==> src/rtl/instr_fetch_unit.sv <==
// Fetch stage: owns the fetch PC, issues single-outstanding word reads to
// instruction memory over req/ack, buffers returned words in a small FIFO and
// presents the head instruction with its decoded fields to the Controller.
module instr_fetch_unit #(
    parameter int                    ADDR_WIDTH = 32,
    parameter logic [ADDR_WIDTH-1:0] RESET_PC   = '0,
    parameter int                    FIFO_DEPTH = 2
) (
    input  logic                  clk,
    input  logic                  reset,
    output logic                  imem_req,
    output logic [ADDR_WIDTH-1:0] imem_addr,
    input  logic                  imem_ack,
    input  logic [31:0]           imem_rdata,
    input  logic                  redirect,
    input  logic [ADDR_WIDTH-1:0] redirect_pc,
    input  logic                  stall,
    output logic                  instr_valid,
    output logic [31:0]           instr,
    output logic [3:0]            cond,
    output logic [1:0]            op,
    output logic [5:0]            funct,
    output logic [3:0]            rd,
    output logic [ADDR_WIDTH-1:0] pc,
    output logic [ADDR_WIDTH-1:0] pc_plus8
);

    localparam int PTR_W = (FIFO_DEPTH > 1) ? $clog2(FIFO_DEPTH) : 1;
    localparam int CNT_W = $clog2(FIFO_DEPTH + 1);
    localparam logic [PTR_W-1:0] LAST_PTR  = PTR_W'(FIFO_DEPTH - 1);
    localparam logic [CNT_W-1:0] DEPTH_CNT = CNT_W'(FIFO_DEPTH);

    typedef enum logic [1:0] {
        IDLE    = 2'd0,
        FETCH   = 2'd1,
        DISCARD = 2'd2,
        FULL    = 2'd3
    } state_t;

    state_t                state;
    logic [ADDR_WIDTH-1:0] fetch_pc;
    logic [ADDR_WIDTH-1:0] fetch_pc_inc;
    logic [ADDR_WIDTH-1:0] redirect_target;

    // Instruction buffer: data storage plus pointer/count control.
    logic [31:0]           buf_instr [FIFO_DEPTH];
    logic [ADDR_WIDTH-1:0] buf_pc    [FIFO_DEPTH];
    logic [PTR_W-1:0]      rd_ptr;
    logic [PTR_W-1:0]      wr_ptr;
    logic [CNT_W-1:0]      count;
    logic [CNT_W-1:0]      count_after;

    logic                  push;
    logic                  pop;
    logic [31:0]           head_instr;
    logic [ADDR_WIDTH-1:0] head_pc;

    // Circular pointer advance that also works for non power-of-two depths.
    function automatic logic [PTR_W-1:0] ptr_next(input logic [PTR_W-1:0] p);
        return (p == LAST_PTR) ? '0 : p + 1'b1;
    endfunction

    // Branch targets are forced word aligned; low address bits are dropped.
    assign redirect_target = redirect_pc & ~ADDR_WIDTH'(3);
    assign fetch_pc_inc    = fetch_pc + ADDR_WIDTH'(4);

    // Redirect overrides both sides of the buffer: returned data is dropped
    // and the consumer does not pop a head that is about to be flushed.
    assign instr_valid = (count != '0);
    assign pop         = instr_valid & ~stall & ~redirect;
    assign push        = (state == FETCH) & imem_ack & ~redirect;

    // Occupancy after this edge ignoring flush; decides FETCH vs FULL.
    always_comb begin
        count_after = count;
        if (push && !pop) begin
            count_after = count + 1'b1;
        end else if (pop && !push) begin
            count_after = count - 1'b1;
        end
    end

    // Fetch FSM with registered request/address outputs.
    always_ff @(posedge clk) begin
        if (reset) begin
            state     <= IDLE;
            fetch_pc  <= RESET_PC;
            imem_req  <= 1'b0;
            imem_addr <= RESET_PC;
        end else begin
            case (state)
                IDLE: begin
                    state    <= FETCH;
                    imem_req <= 1'b1;
                    if (redirect) begin
                        fetch_pc  <= redirect_target;
                        imem_addr <= redirect_target;
                    end else begin
                        imem_addr <= fetch_pc;
                    end
                end
                FETCH: begin
                    if (redirect) begin
                        fetch_pc <= redirect_target;
                        if (imem_ack) begin
                            // Returned word belongs to the old path; reissue at target.
                            state     <= FETCH;
                            imem_req  <= 1'b1;
                            imem_addr <= redirect_target;
                        end else begin
                            // Request in flight must complete at its original address.
                            state <= DISCARD;
                        end
                    end else if (imem_ack) begin
                        fetch_pc <= fetch_pc_inc;
                        if (count_after < DEPTH_CNT) begin
                            state     <= FETCH;
                            imem_req  <= 1'b1;
                            imem_addr <= fetch_pc_inc;
                        end else begin
                            state    <= FULL;
                            imem_req <= 1'b0;
                        end
                    end
                end
                DISCARD: begin
                    if (redirect) begin
                        fetch_pc <= redirect_target;
                    end
                    if (imem_ack) begin
                        state     <= FETCH;
                        imem_req  <= 1'b1;
                        imem_addr <= redirect ? redirect_target : fetch_pc;
                    end
                end
                FULL: begin
                    if (redirect) begin
                        fetch_pc  <= redirect_target;
                        state     <= FETCH;
                        imem_req  <= 1'b1;
                        imem_addr <= redirect_target;
                    end else if (pop) begin
                        state     <= FETCH;
                        imem_req  <= 1'b1;
                        imem_addr <= fetch_pc;
                    end
                end
                default: begin
                    state    <= IDLE;
                    imem_req <= 1'b0;
                end
            endcase
        end
    end

    // Buffer control: pointers and occupancy, cleared by reset or redirect.
    always_ff @(posedge clk) begin
        if (reset || redirect) begin
            rd_ptr <= '0;
            wr_ptr <= '0;
            count  <= '0;
        end else begin
            if (push) begin
                wr_ptr <= ptr_next(wr_ptr);
            end
            if (pop) begin
                rd_ptr <= ptr_next(rd_ptr);
            end
            count <= count_after;
        end
    end

    // Buffer storage: word and its fetch address, written on accepted ack.
    always_ff @(posedge clk) begin
        if (push) begin
            buf_instr[wr_ptr] <= imem_rdata;
            buf_pc[wr_ptr]    <= fetch_pc;
        end
    end

    assign head_instr = buf_instr[rd_ptr];
    assign head_pc    = buf_pc[rd_ptr];

    // Head presentation is forced to zero whenever the buffer is empty.
    assign instr    = instr_valid ? head_instr : '0;
    assign cond     = instr[31:28];
    assign op       = instr[27:26];
    assign funct    = instr[25:20];
    assign rd       = instr[15:12];
    assign pc       = instr_valid ? head_pc : '0;
    assign pc_plus8 = instr_valid ? head_pc + ADDR_WIDTH'(8) : '0;

endmodule
==> config.mk <==
export PLATFORM = sky130hd
export DESIGN_NAME = instr_fetch_unit
export DESIGN_NICKNAME = d
export VERILOG_FILES = /design/src/rtl/instr_fetch_unit.sv
export SDC_FILE = /design/constraint.sdc
export NUM_CORES = 1
export LEC_CHECK = 0
export BUFFER_PORTS_ARGS = -buffer_cell sky130_fd_sc_hd__buf_2
export CAP_MARGIN = 20
export CELL_PAD_IN_SITES_DETAIL_PLACEMENT = 0
export CELL_PAD_IN_SITES_GLOBAL_PLACEMENT = 1
export CORE_MARGIN = 3
export CORE_UTILIZATION = 35
export DETAILED_ROUTE_END_ITERATION = 16
export PLACE_DENSITY = 0.74
export SETUP_SLACK_MARGIN = 0.2
export SKIP_LAST_GASP = 1
export SLEW_MARGIN = 25
export SYNTH_ARGS = -nofsm -noshare
export SYNTH_HDL_FRONTEND = slang
export SYNTH_SLANG_ARGS = --single-unit
==> constraint.sdc <==
create_clock -name clk -period 5.9 [get_ports clk]
set_input_delay 0.59 -clock clk [delete_from_list [all_inputs] [get_ports clk]]
set_output_delay 0.59 -clock clk [all_outputs]
set_load 0.02 [all_outputs]
# After elaboration in Yosys (flattened, before gate mapping)
# Memories as Yosys holds them, arrays and structs flattened. A register that Yosys moved wholly into a read port is not among the register bits.
# Index checks and enable logic that the tools add are counted.
# Widths: inputs -> output; s select.
[word_totals]
mem_count = 2
inputBits = 69
word_cells = 81
ff_bits = 71
ramBits = 128
[op_classes]
n_reduce_logical = 11
addsub = 6
n_eq_ne = 8
mux = 40
bitwise_logic = 6
n_lt_le_gt_ge = 1
[mem_list]
columns = ["name", "depth", "width", "rd", "rd_clocked_by_memory_dff", "wr", "line", "source"]
rows = [
  ["buf_instr", 2, 32, 1, 1, 1, "46", "logic [31:0] buf_instr [FIFO_DEPTH];"],
  ["buf_pc", 2, 32, 1, 1, 1, "47", "logic [ADDR_WIDTH-1:0] buf_pc [FIFO_DEPTH];"],
]
[op_table]
columns = ["operator", "count"]
rows = [
  ["$mux 32", 13],
  ["$pmux 32 s4", 1],
  ["$pmux 32 s2", 1],
  ["$add 32x3->32 const B", 1],
  ["$add 32x4->32 const B", 1],
  ["$mux 2", 9],
  ["$mux 1", 14],
  ["$pmux 2 s4", 1],
  ["$ne 3x3->1 const B", 2],
  ["$and 1x1->1", 4],
  ["$eq 2x2->1 const B", 2],
  ["$ne 2x2->1 const B", 2],
  ["$pmux 1 s4", 1],
  ["$reduce_and 4->1", 1],
  ["$ne 3x2->1 const B", 1],
  ["$reduce_and 3->1", 1],
  ["$reduce_or 3->1", 1],
  ["$add 1x1->1 const B", 2],
  ["$add 2x1->2 const B", 1],
  ["$eq 2x1->1 const B", 1],
  ["$logic_and 1x1->1", 2],
  ["$logic_not 1->1", 2],
  ["$logic_not 2->1", 1],
  ["$lt 2x2->1 const B", 1],
  ["5 further kinds", 6],
]

# Logic depth before layout (Yosys ltp)
# Gate-level depths: netlist of the first run.
[logic_depth]
word_depth = 12
depth_mapped = 15
ltp_nobuf = 11

# Least setup slack after synthesis of the first run
# OpenSTA, ideal clock, no wires.
[synth_path]
path_type = "reg2reg"
from = "register state[0]"
to = "memory buf_instr[0][0], enable pin"
synth_period_minus_slack_ps = 4298
stages_incl_launch_ff = 6
arrival_time_ps = 3811
n_path_buf = 1
setup_ps = 486
required_time_ps = 5414
path_slack_ps = 1602
path_cell_list = "dfxtp_1 ha_1 buf_2 nor2b_1 nand2_1 nor2_1"
[synth_via]
elab_chain_cells = 5
[synth_lines]
columns = ["element", "line", "source"]
rows = [
  ["start, declared", "40", "state_t state;"],
  ["start signal, assigned", "86", "state <= IDLE;"],
  ["start signal, assigned", "93", "state <= FETCH;"],
  ["start signal, assigned", "107", "state <= FETCH;"],
  ["$eq 2x1->1", "71", "assign push = (state == FETCH) & imem_ack & ~redirect;"],
  ["$and 1x1->1 (2 in a row)", "71", ""],
  ["$mux 1", "175", "if (push) begin"],
  ["$mux 1 (not written as such)", "176", "buf_instr[wr_ptr] <= imem_rdata;"],
  ["end, declared", "46", ""],
]
# Every way passes these cells.

==> insert_results.sql, run 1 <==
INSERT INTO impl_metrics (metric_group, metric, value, unit) VALUES
('synth', 'synth_top_cell_area_share', '0.378', ''),
('drt', 'route.final.wire_length', '28.5', 'mm'),
('drt', 'ant_nets', '0', ''),
('global_routing', 'antenna_found_initial', '1', ''),
('timing', 'max_clock_freq', '0.237', 'GHz'),
('placed_design', 'place.detailed.hpwl', '20.0', 'mm'),
('synth', 'synth_commonest_cells', 'edfxtp_1, nor2_1, dfxtp_1', ''),
('power', 'power_frac_seq', '0.521', ''),
('clock_network', 'clkSinkCount', '200', ''),
('drt', 'detail_route.first_pass.iterations', '5', ''),
('global_routing', 'globalRouteTotalUtil', '0.180', ''),
('timing', 'maxSlewHeadroom', '0.346', ''),
('drt', 'routed-via-count', '8118', ''),
('power', 'leakage', '4.54', 'nW'),
('drt', 'routed_via_density', '5.29', ''),
('synth', 'synth_nets', '1070', ''),
('setup_path', 'critical_path.max_fanout', '63', ''),
('floorplanning', 'die_y', '176', 'um'),
('clock_network', 'tritoncts.num_buffers', '17', ''),
('timing', 'report.final.hold_viol_count', '0', ''),
('setup_path', 'worstPathRequired', '5310', 'ps'),
('status', 'run_status', 'completed', ''),
('timing', 'worst_clock_skew', '18.1', 'ps'),
('clock_network', 'h_tree_depth', '4', ''),
('final_layout', 'area_growth', '17.6', '%'),
('synth', 'post_synth_instance_area', '10200', 'um2'),
('floorplanning', 'initial_utilization', '0.361', ''),
('final_layout', 'finalNetCount', '1221', ''),
('timing', 'post-route-period-util', '0.714', ''),
('power', 'power.ir.vdd_worst', '140', 'uV'),
('min_path', 'worstHoldPathType', 'in2reg', ''),
('synth', 'ys_warn_count', '0', ''),
('drt', 'initialDrtViolationCount', '597', ''),
('setup_path', 'setup.worst_path.end_class', 'output pin', ''),
('clock_network', 'cts_buffer_depth', '2', ''),
('clock_network', 'ctsRootBufferMaster', 'clkbuf_16', ''),
('min_path', 'timing.hold.worst.start', 'imem_rdata[17]', ''),
('global_routing', 'pin_count_of_the_biggest_net_entering_global_routing', '86', ''),
('power', 'clock_power_share', '0.384', ''),
('placed_design', 'place.port_buffers', '212', ''),
('synth', 'synth_top_cell_by_area', 'edfxtp_1', ''),
('placed_design', 'numPlacedInstances', '1502', ''),
('synth', 'synth.yosys.seq_area_share', '0.520', ''),
('setup_path', 'rr_startpoint', 'state[0]$_SDFFE_PP0P_', ''),
('drt', 'post_drt_wl_per_cell', '18.6', 'um'),
('power', 'switching_share', '0.277', ''),
('clock_network', 'worstSkewPairLatency', '440', 'ps'),
('synth', 'postSynth.asyncResetShare', '0', ''),
('global_routing', 'congestion_overflow_gr', '0', ''),
('global_routing', 'number_of_global_route_vias_before_repair', '7708', ''),
('run', 'maxCapViolations', '0', ''),
('synth', 'synth-edff-count', '128', ''),
('timing', 'setup_viol_count_final', '0', ''),
('power', 'pwr_density_cell', '257', 'nW/um2'),
('timing', 'timing_max_transition_violations_final', '0', ''),
('floorplanning', 'dieWidth', '176', 'um'),
('clock_network', 'postCtsSetupBuffers', '0', ''),
('power', 'power_report.internal_total', '2.22', 'mW'),
('synth', 'ys_ff_latch', '200', ''),
('floorplanning', 'placementRows', '61', ''),
('timing', 'rsz_0062_raised_after_global_routing', 'false', ''),
('final_layout', 'number_of_antenna_cells_inserted', '0', ''),
('timing', 'finalWorstPathRequiredPeriod', '4210', 'ps'),
('clock_network', 'hold_buffers', '0', ''),
('floorplanning', 'ios', '215', ''),
('global_routing', 'grt_pass1_wl', '44.0', 'mm'),
('final_layout', 'final_layout_size_suffix_gt1_frac', '0.245', ''),
('floorplanning', 'die_area', '31100', 'um2'),
('power', 'power.share.combinational', '0.094', ''),
('final_layout', 'layoutNonFillerInstCount', '1534', ''),
('drt', 'detail_route.drc_violations', '0', '');
-- cell families after synthesis --
group,Yosys count,synth area share
compound gates,181,0.124
flops,200,0.520
simple gates,387,0.195
xor+xnor,32,0.0276
fa+ha+maj,9,0.0111
mux,69,0.0684
buf+inv,114,0.0545
-- cell usage in the layout, fill, tap and decap left out, types with 11 or more instances in the layout --
master / instances
inv_1: 18
dfxtp_1: 71
nor4_1: 21
mux2i_1: 65
o31a_1: 11
nand2b_1: 12
a21oi_1: 43
buf_2: 212
nand3_1: 45
nor2_1: 117
nand4_1: 28
xnor2_1: 20
nand2_1: 61
and2_1: 11
a31oi_1: 16
xor2_1: 12
buf_4: 15
nor3_1: 31
edfxtp_1: 128
clkbuf_16: 17
o21ai_0: 22
-- worst paths after layout --
check / depth (start not counted) / to / slack [ps]
setup / recovery: 7 / pc_plus8[31] / 1690
hold / removal: 1 / buf_instr[0][17]$_DFFE_PP_ / 330
setup reg to reg: 10 / imem_addr[0]$_SDFFE_PP0P_ / 2630
hold reg to reg: 0 / buf_pc[1][1]$_DFFE_PP_ / 460
-- sequential cells by signal, summed over array words and instances, names as in the netlist, named ones only --
signal and flops:
buf_instr 64, buf_pc 64, count 2, fetch_pc 32, imem_addr 32, imem_req 1, rd_ptr 1, state 2
wr_ptr 1
-- power groups by stage --
stage / clock [mW] / sequential (mW) / combinational, mW
final: 1.18 / 1.60 / 0.289
after global routing: 1.26 / 1.61 / 0.322
after CTS: 1.21 / 1.60 / 0.291
after detailed placement: 0 / 1.63 / 0.289
after global placement: 0 / 1.63 / 0.286
after floorplan: 0 / 1.63 / 0.176
-- through the flow --
stage                     area, um2  setup slack, ps  power, mW  utilization  hold WS (ps)
after floorplan               10200             1600       1.81            -           417
after global placement        11400             1910       1.92        0.403           430
after detailed placement      11400             2110       1.92        0.403           442
after CTS                     12000             1640       3.10        0.424           316
after global routing          12000             1380       3.20        0.424           312
final                         12000             1690       3.07        0.424           331
-- layout make-up --
cell class | count | area (um2)
Fill cell | 2718 | 16200
Inverter | 19 | 71.3
Multi-Input combinational cell | 678 | 4350
Clock inverter | 14 | 168
Sequential cell | 200 | 5290
Clock buffer | 18 | 429
Timing Repair Buffer | 227 | 1170
Tap cell | 378 | 473
-- per-layer routing --
layer,wire (um),up-vias,GRT usage,share of wire
met1,14100,3799,0.276,0.49
met2,12000,321,0.262,0.42
met3,2300,19,0.0387,0.081
met5,10,-,0,0.00035
li1,-,3977,-,-
met4,168,2,0.0324,0.0059
-- critical path: stages (launching register included) --
cell and delay (ps):
dfxtp_4 910, buf_4 520, mux2_2 280, and2_1 350, nand2_1 360, o31a_1 380, nor3_1 140, buf_2 210
Power figures use the tool's default switching activity.
==> run 2, diff against run 1 <==
--- a/config.mk
+++ b/config.mk
@@ -5,6 +5,7 @@
 export SDC_FILE = /design/constraint.sdc
 export NUM_CORES = 1
 export LEC_CHECK = 0
+export ABC_AREA = 1
 export BUFFER_PORTS_ARGS = -buffer_cell sky130_fd_sc_hd__buf_2
 export CAP_MARGIN = 20
 export CELL_PAD_IN_SITES_DETAIL_PLACEMENT = 0
@@ -12,7 +13,7 @@
 export CORE_MARGIN = 3
 export CORE_UTILIZATION = 35
 export DETAILED_ROUTE_END_ITERATION = 16
-export PLACE_DENSITY = 0.74
+export PLACE_DENSITY = 0.8
 export SETUP_SLACK_MARGIN = 0.2
 export SKIP_LAST_GASP = 1
 export SLEW_MARGIN = 25
==> constraint.sdc (replaced) <==
create_clock -name clk -period 3.5 [get_ports clk]
set_input_delay 0.35 -clock clk [delete_from_list [all_inputs] [get_ports clk]]
set_output_delay 0.35 -clock clk [all_outputs]
set_load 0.02 [all_outputs]
==> run 2 against run 1 <==
Compared with the run above:
- global-route usage is 1.1 points higher
- sequential cell count stayed put
- clock power is 78% higher
- register-to-register slack worse by 2000 ps
- largest power group unchanged
- setup slack worse by 1200 ps
- design area is 8.4% higher
==> insert_results.sql, run 2 <==
INSERT INTO impl_metrics (metric_group, metric, value, unit) VALUES
('status', 'run_status', 'completed', ''),
('final_layout', 'filler_cell_count', '3170', ''),
('synth', 'synth-edff-count', '128', ''),
('timing', 'worst_clock_skew', '20.6', 'ps'),
('clock_network', 'tritoncts.num_buffers', '17', ''),
('clock_network', 'hold_buffers', '0', ''),
('final_layout', 'layout.cells.most_common_list', 'nand2_1, nor2_1, buf_2', ''),
('final_layout', 'total_area_of_multi_input_combinational_cells', '4670', 'um2'),
('global_routing', 'grt_pass1_wl', '50.4', 'mm'),
('synth', 'synth.yosys.seq_area_share', '0.483', ''),
('clock_network', 'worstSkewPairLatency', '440', 'ps'),
('final_layout', 'final_layout_size_suffix_gt1_frac', '0.202', ''),
('drt', 'route.final.wire_length', '32.5', 'mm'),
('synth', 'synth.most_common_cell', 'nand2_1', ''),
('drt', 'detail_route.drc_violations', '0', ''),
('setup_path', 'critical_path_class', 'reg2out', ''),
('clock_network', 'postCtsSetupBuffers', '0', ''),
('min_path', 'hold_depth', '1', ''),
('timing', 'post-route-period-util', '0.869', ''),
('setup_path', 'r2r_end', 'imem_addr[6]$_SDFFE_PP0P_', ''),
('global_routing', 'antenna_found_initial', '0', ''),
('setup_path', 'worst-r2r-setup-slack', '630', 'ps'),
('synth', 'ys_ff_latch', '200', ''),
('timing', 'timing_max_transition_violations_final', '0', ''),
('power', 'power.ir.vdd_worst', '324', 'uV'),
('floorplanning', 'ios', '215', ''),
('global_routing', 'pin_count_of_the_biggest_net_entering_global_routing', '75', ''),
('global_routing', 'globalRouteTotalUtil', '0.190', ''),
('setup_path', 'worstPathRequired', '3150', 'ps'),
('setup_path', 'path_depth', '14', ''),
('min_path', 'worstHoldPathType', 'in2reg', ''),
('clock_network', 'clkSinkCount', '200', ''),
('floorplanning', 'die_y', '183', 'um'),
('final_layout', 'area_growth', '18.4', '%'),
('synth', 'synthesis.instances', '1435', ''),
('synth', 'syn_avg_cell_area', '7.63', 'um2'),
('synth', 'synth.top_cells.by_area', 'edfxtp_1, dfxtp_1, nand2_1', ''),
('power', 'leakage', '5.86', 'nW'),
('setup_path', 'setup.worst_path.end', 'pc_plus8[17]', ''),
('clock_network', 'ctsRootBufferMaster', 'clkbuf_16', ''),
('synth', 'synth.lib_cells_used.distinct', '41', ''),
('clock_network', 'tritoncts', 'yes', ''),
('floorplanning', 'initial_utilization', '0.357', ''),
('final_layout', 'finalNetCount', '1683', ''),
('final_layout', 'most_common_library_cell_in_the_layout_ignoring_fill_and_taps', 'nand2_1', ''),
('placed_design', 'place.detailed.hpwl', '22.9', 'mm'),
('timing', 'max_clock_freq', '0.329', 'GHz'),
('power', 'pwr_density_cell', '429', 'nW/um2'),
('drt', 'routed_via_density', '4.86', ''),
('floorplanning', 'placementRows', '64', ''),
('setup_path', 'timing.critical_path.max_delay_family', 'simple AND/OR/NAND/NOR gates', ''),
('setup_path', 'timing.critical_path.slowest_stage_cell', 'dfxtp_4', ''),
('run', 'maxCapViolations', '0', ''),
('floorplanning', 'die_area', '33400', 'um2'),
('setup_path', 'critical_path.max_stage_delay', '410', 'ps'),
('floorplanning', 'dieWidth', '183', 'um'),
('setup_path', 'setup.worst_path.start_class', 'register', ''),
('timing', 'max_slew.worst_pin.slew', '811', 'ps'),
('synth', 'postSynth.asyncResetShare', '0', ''),
('timing', 'report.final.hold_viol_count', '0', ''),
('global_routing', 'congestion_overflow_gr', '0', ''),
('synth', 'ys_warn_count', '0', ''),
('synth', 'synth_nets', '1513', ''),
('setup_path', 'critical_path_arrival', '2690', 'ps'),
('final_layout', 'largest_registers', 'buf_instr (64), buf_pc (64)', ''),
('power', 'finalPower', '5.56', 'mW'),
('placed_design', 'gp_congestion', '0.854', ''),
('setup_path', 'critical_path.max_fanout', '19', ''),
('synth', 'synth_commonest_cells', 'nand2_1, nor2_1, inv_1', ''),
('timing', 'fin_tns_setup', '0', 'ps'),
('clock_network', 'post_cts.resized_instances', '0', ''),
('drt', 'ant_nets', '0', ''),
('clock_network', 'cts.reportedPaths.clkPinSlew', '100', 'ps'),
('timing', 'maxSlewHeadroom', '0.459', ''),
('setup_path', 'rr_startpoint', 'state[1]$_SDFFE_PP0P_', ''),
('final_layout', 'final-seq-area', '5290', 'um2'),
('clock_network', 'h_tree_depth', '4', ''),
('setup_path', 'rr_worst_depth', '16', ''),
('placed_design', 'place.port_buffers', '212', ''),
('synth', 'postSynth.topFlopCell', 'edfxtp_1', ''),
('timing', 'finalWorstPathRequiredPeriod', '3040', 'ps'),
('drt', 'post_drt_wl_per_cell', '16.1', 'um'),
('synth', 'synth_top_cell_area_share', '0.351', ''),
('timing', 'rsz_0062_raised_after_global_routing', 'false', ''),
('drt', 'routed-via-count', '9790', ''),
('floorplanning', 'floorplan.core_area', '30700', 'um2'),
('setup_path', 'cpMostUsedCell', 'nand2_1', ''),
('synth', 'synth_top_cell_by_area', 'edfxtp_1', ''),
('clock_network', 'cts_buffer_depth', '2', ''),
('drt', 'detail_route.first_pass.iterations', '5', ''),
('setup_path', 'setup.worst_path.end_class', 'output pin', ''),
('timing', 'setup_viol_count_final', '0', ''),
('setup_path', 'critPathBufInv', '5', ''),
('final_layout', 'number_of_antenna_cells_inserted', '0', ''),
('synth', 'post_synth_instance_area', '10900', 'um2'),
('setup_path', 'timing.critical_path.cells', 'inv_4 > or2_2 > o21ai_2 > inv_1 > ha_1 > nand2_1 > inv_2 > nand3_2 > nor2_2 > nand2_1 > xor2_1 > nand2_1 > inv_1 > buf_2', ''),
('global_routing', 'number_of_global_route_vias_before_repair', '9178', ''),
('drt', 'initialDrtViolationCount', '697', '');
run 2: cell count changes after synthesis, moves of 54 or more:
cell,change
o21ai_0,+92
nor2_1,+131
nand2_1,+300
mux2i_1,-65
inv_1,+118
nand3_1,+54
run 2: metal layers:
metal	share of wire	vias up	global-route usage
met2	0.44	326	0.296
met5	0	-	0
met4	0.017	0	0.0499
met3	0.064	29	0.0337
met1	0.48	4434	0.275
li1	-	5001	-
run 2: worst register-to-register path: stages, from the launching register on:
cell,delay (ps)
dfxtp_1,330
inv_1,100
ha_1,190
inv_2,40
nor2_1,120
inv_1,70
nor2_1,180
inv_1,150
ha_1,240
nand2_1,70
nand2_1,40
o21ai_0,230
nand2_1,90
nand2_1,130
nand2_1,90
inv_2,500
a22o_1,260
run 2: cell families after synthesis:
kind of cell    Yosys count  share of synthesized area
compound gates          199                      0.100
xor+xnor                  7                    0.00560
fa+ha+maj                 9                     0.0103
buf+inv                 229                     0.0919
flops                   200                      0.483
simple gates            791                      0.309
run 2: where the power goes:
group          leakage (nW)  total (mW)  internal (mW)  switching (mW)
registers              1.76        2.75           2.63           0.119
clock network         0.310        2.10           1.01            1.10
logic                  3.78       0.705          0.228           0.477
run 2: how the worst min path moves through the flow:
stage	end	start
6_report	buf_instr[0][15]$_DFFE_PP_	imem_rdata[15]
5_1_grt	buf_instr[0][9]$_DFFE_PP_	imem_rdata[9]
4_1_cts	buf_instr[0][15]$_DFFE_PP_	imem_rdata[15]
3_5_place_dp	imem_addr[30]$_SDFFE_PP0P_	imem_addr[30]$_SDFFE_PP0P_
3_3_place_gp	imem_addr[27]$_SDFFE_PP0P_	imem_addr[27]$_SDFFE_PP0P_
2_1_floorplan	buf_pc[0][0]$_DFFE_PP_	fetch_pc[0]$_SDFFE_PP0P_
run 2: stage by stage:
step / hold WS [ps] / instance area [um2] / utilization / instances / setup WS, ps
detailed placement: 434 / 12300 / 0.400 / 1981 / 642
global route: 60.7 / 13000 / 0.423 / 2014 / 205
floorplan: 426 / 11000 / - / 1435 / 351
CTS: 61.2 / 12900 / 0.421 / 2013 / 212
global placement: 437 / 12300 / 0.400 / 1981 / 667
finish: 87.9 / 13000 / 0.423 / 2014 / 458
run 2: area by class of cell:
| type | count | area share |
|---|---|---|
| clock inverter | 15 | 0.0172 |
| clock buffer | 17 | 0.0328 |
| multi-input combinational | 1006 | 0.361 |
| sequential | 200 | 0.408 |
| inverter | 148 | 0.0433 |
| tap | 396 | 0.0382 |
| timing repair buffer | 232 | 0.0998 |
==> run 3, diff against run 2 <==
--- a/config.mk
+++ b/config.mk
@@ -6,7 +6,7 @@
 export NUM_CORES = 1
 export LEC_CHECK = 0
 export ABC_AREA = 1
-export BUFFER_PORTS_ARGS = -buffer_cell sky130_fd_sc_hd__buf_2
+export BUFFER_PORTS_ARGS = -buffer_cell sky130_fd_sc_hd__clkbuf_2
 export CAP_MARGIN = 20
 export CELL_PAD_IN_SITES_DETAIL_PLACEMENT = 0
 export CELL_PAD_IN_SITES_GLOBAL_PLACEMENT = 1
==> run 3 against run 2 <==
Compared with the run above:
- sequential share of layout area up 0.17 points
- setup slack got worse by 42 ps
- critical endpoint unchanged
- largest power group unchanged
- sequential cell count stayed put
==> insert_results.sql, run 3 (synthesized netlist as in run 2, its figures left out) <==
INSERT INTO impl_metrics (metric_group, metric, value, unit) VALUES
('setup_path', 'worst-r2r-setup-slack', '580', 'ps'),
('setup_path', 'critical_path_arrival', '2730', 'ps'),
('floorplanning', 'ios', '215', ''),
('floorplanning', 'dieWidth', '183', 'um'),
('clock_network', 'h_tree_depth', '4', ''),
('timing', 'worst_clock_skew', '18.6', 'ps'),
('final_layout', 'most_common_library_cell_in_the_layout_ignoring_fill_and_taps', 'nand2_1', ''),
('clock_network', 'clkSinkCount', '200', ''),
('timing', 'report.final.hold_viol_count', '0', ''),
('drt', 'post_drt_wl_per_cell', '16.0', 'um'),
('run', 'maxCapViolations', '0', ''),
('global_routing', 'use_met2', '0.291', ''),
('timing', 'max_slew.worst_pin.slew', '778', 'ps'),
('floorplanning', 'die_y', '183', 'um'),
('setup_path', 'critical_path_class', 'reg2out', ''),
('final_layout', 'total_area_of_multi_input_combinational_cells', '4670', 'um2'),
('global_routing', 'gr-usage-met1', '0.268', ''),
('timing', 'rsz_0062_raised_after_global_routing', 'true', ''),
('global_routing', 'antenna_found_initial', '0', ''),
('placed_design', 'place.port_buffers', '212', ''),
('power', 'power.ir.vdd_worst', '303', 'uV'),
('setup_path', 'cpMostUsedCell', 'nand2_1', ''),
('drt', 'detail_route.first_pass.iterations', '5', ''),
('clock_network', 'postCtsSetupBuffers', '0', ''),
('min_path', 'worstHoldPathType', 'in2reg', ''),
('timing', 'maxSlewHeadroom', '0.481', ''),
('setup_path', 'setup.worst_path.end_class', 'output pin', ''),
('clock_network', 'tritoncts', 'yes', ''),
('final_layout', 'finalNetCount', '1683', ''),
('global_routing', 'grt_pass1_wl', '49.7', 'mm'),
('timing', 'finalWorstPathRequiredPeriod', '3080', 'ps'),
('setup_path', 'timing.critical_path.cells', 'inv_2 > or2_2 > o21ai_2 > inv_1 > ha_1 > nand2_1 > inv_2 > nand3_2 > nor2_2 > nand2_1 > xor2_1 > nand2_1 > inv_1 > clkbuf_2', ''),
('setup_path', 'timing.critical_path.slowest_stage_cell', 'dfxtp_2', ''),
('final_layout', 'final_layout_size_suffix_gt1_frac', '0.202', ''),
('timing', 'fin_tns_setup', '0', 'ps'),
('drt', 'initialDrtViolationCount', '605', ''),
('clock_network', 'worstSkewPairLatency', '440', 'ps'),
('floorplanning', 'placementRows', '64', ''),
('clock_network', 'cts_buffer_depth', '2', ''),
('setup_path', 'critPathBufInv', '5', ''),
('drt', 'routed-via-count', '9850', ''),
('global_routing', 'globalRouteTotalUtil', '0.186', ''),
('setup_path', 'critical_path.max_stage_delay', '380', 'ps'),
('global_routing', 'global_route.peak_usage_layer', 'met2', ''),
('timing', 'max_clock_freq', '0.324', 'GHz'),
('final_layout', 'layout.cells.most_common_list', 'nand2_1, nor2_1, clkbuf_2', ''),
('final_layout', 'final-seq-area', '5290', 'um2'),
('floorplanning', 'initial_utilization', '0.357', ''),
('clock_network', 'cts.reportedPaths.clkPinSlew', '100', 'ps'),
('drt', 'ant_nets', '0', ''),
('global_routing', 'number_of_global_route_vias_before_repair', '9089', ''),
('global_routing', 'pin_count_of_the_biggest_net_entering_global_routing', '75', ''),
('global_routing', 'congestion_overflow_gr', '0', ''),
('setup_path', 'critical_path.max_fanout', '14', ''),
('power', 'leakage', '5.73', 'nW'),
('clock_network', 'ctsRootBufferMaster', 'clkbuf_16', ''),
('setup_path', 'timing.critical_path.max_delay_family', 'simple AND/OR/NAND/NOR gates', ''),
('final_layout', 'number_of_antenna_cells_inserted', '0', ''),
('final_layout', 'filler_cell_count', '3180', ''),
('floorplanning', 'floorplan.core_area', '30700', 'um2'),
('timing', 'setup_viol_count_final', '0', ''),
('drt', 'detail_route.drc_violations', '0', ''),
('setup_path', 'setup.worst_path.start_class', 'register', ''),
('floorplanning', 'die_area', '33400', 'um2'),
('timing', 'timing_max_transition_violations_final', '0', ''),
('placed_design', 'place.detailed.hpwl', '22.8', 'mm'),
('final_layout', 'final_core_util', '0.421', ''),
('final_layout', 'area_growth', '17.8', '%'),
('drt', 'routed_via_density', '4.89', ''),
('power', 'pwr_density_cell', '435', 'nW/um2'),
('global_routing', 'gr-usage-met3', '0.0361', ''),
('status', 'run_status', 'completed', ''),
('setup_path', 'worstPathRequired', '3150', 'ps'),
('placed_design', 'gp_congestion', '0.845', ''),
('drt', 'route.final.wire_length', '32.2', 'mm'),
('final_layout', 'largest_registers', 'buf_instr (64), buf_pc (64)', ''),
('clock_network', 'tritoncts.num_buffers', '17', ''),
('timing', 'post-route-period-util', '0.881', '');
==> run 3: cell type report <==
type,instances,area share
Sequential cell,200,0.410
Multi-Input combinational cell,1006,0.362
Timing Repair Buffer,232,0.0949
Inverter,148,0.0433
Tap cell,396,0.0384
Clock buffer,17,0.0330
Clock inverter,15,0.0184
==> run 3: power by group <==
part | internal, mW | switching (mW)
Clock | 1.03 | 1.13
Sequential | 2.64 | 0.123
Combinational | 0.226 | 0.476
==> run 3: worst paths after layout <==
check                                                start                         end  cells past startpoint
worst min-delay path                        imem_rdata[14]  buf_instr[0][14]$_DFFE_PP_                      1
worst min register to register  imem_addr[30]$_SDFFE_PP0P_  imem_addr[30]$_SDFFE_PP0P_                      2
worst max-delay path                              register                pc_plus8[17]                     14
worst max register to register       state[0]$_SDFFE_PP0P_  imem_addr[17]$_SDFFE_PP0P_                     16
==> run 3: per-stage QoR <==
stage	power, mW	instance area (um2)	cells	setup slack (ps)	hold slack, ps
after floorplan	3.24	11000	1435	351	426
after global placement	3.49	12200	1982	676	439
after detailed placement	3.51	12200	1982	609	441
after CTS	5.67	12900	2014	290	69.7
after global routing	5.86	12900	2014	143	69.7
final	5.62	12900	2014	416	89.0
==> run 3: metal layers <==
| metal | vias to the layer above | wire length (um) | share of wire |
|---|---|---|---|
| li1 | 4997 | - | - |
| met1 | 4461 | 15200 | 0.47 |
| met2 | 358 | 14000 | 0.43 |
| met3 | 34 | 2490 | 0.077 |
| met4 | 0 | 516 | 0.016 |
| met5 | - | 0 | 0 |
==> run 3: what timing repair did <==
item | in CTS | in global routing
hold buffers | 0 | 0
setup endpoints to repair | 2 | 10
resized for setup | 1 | 4
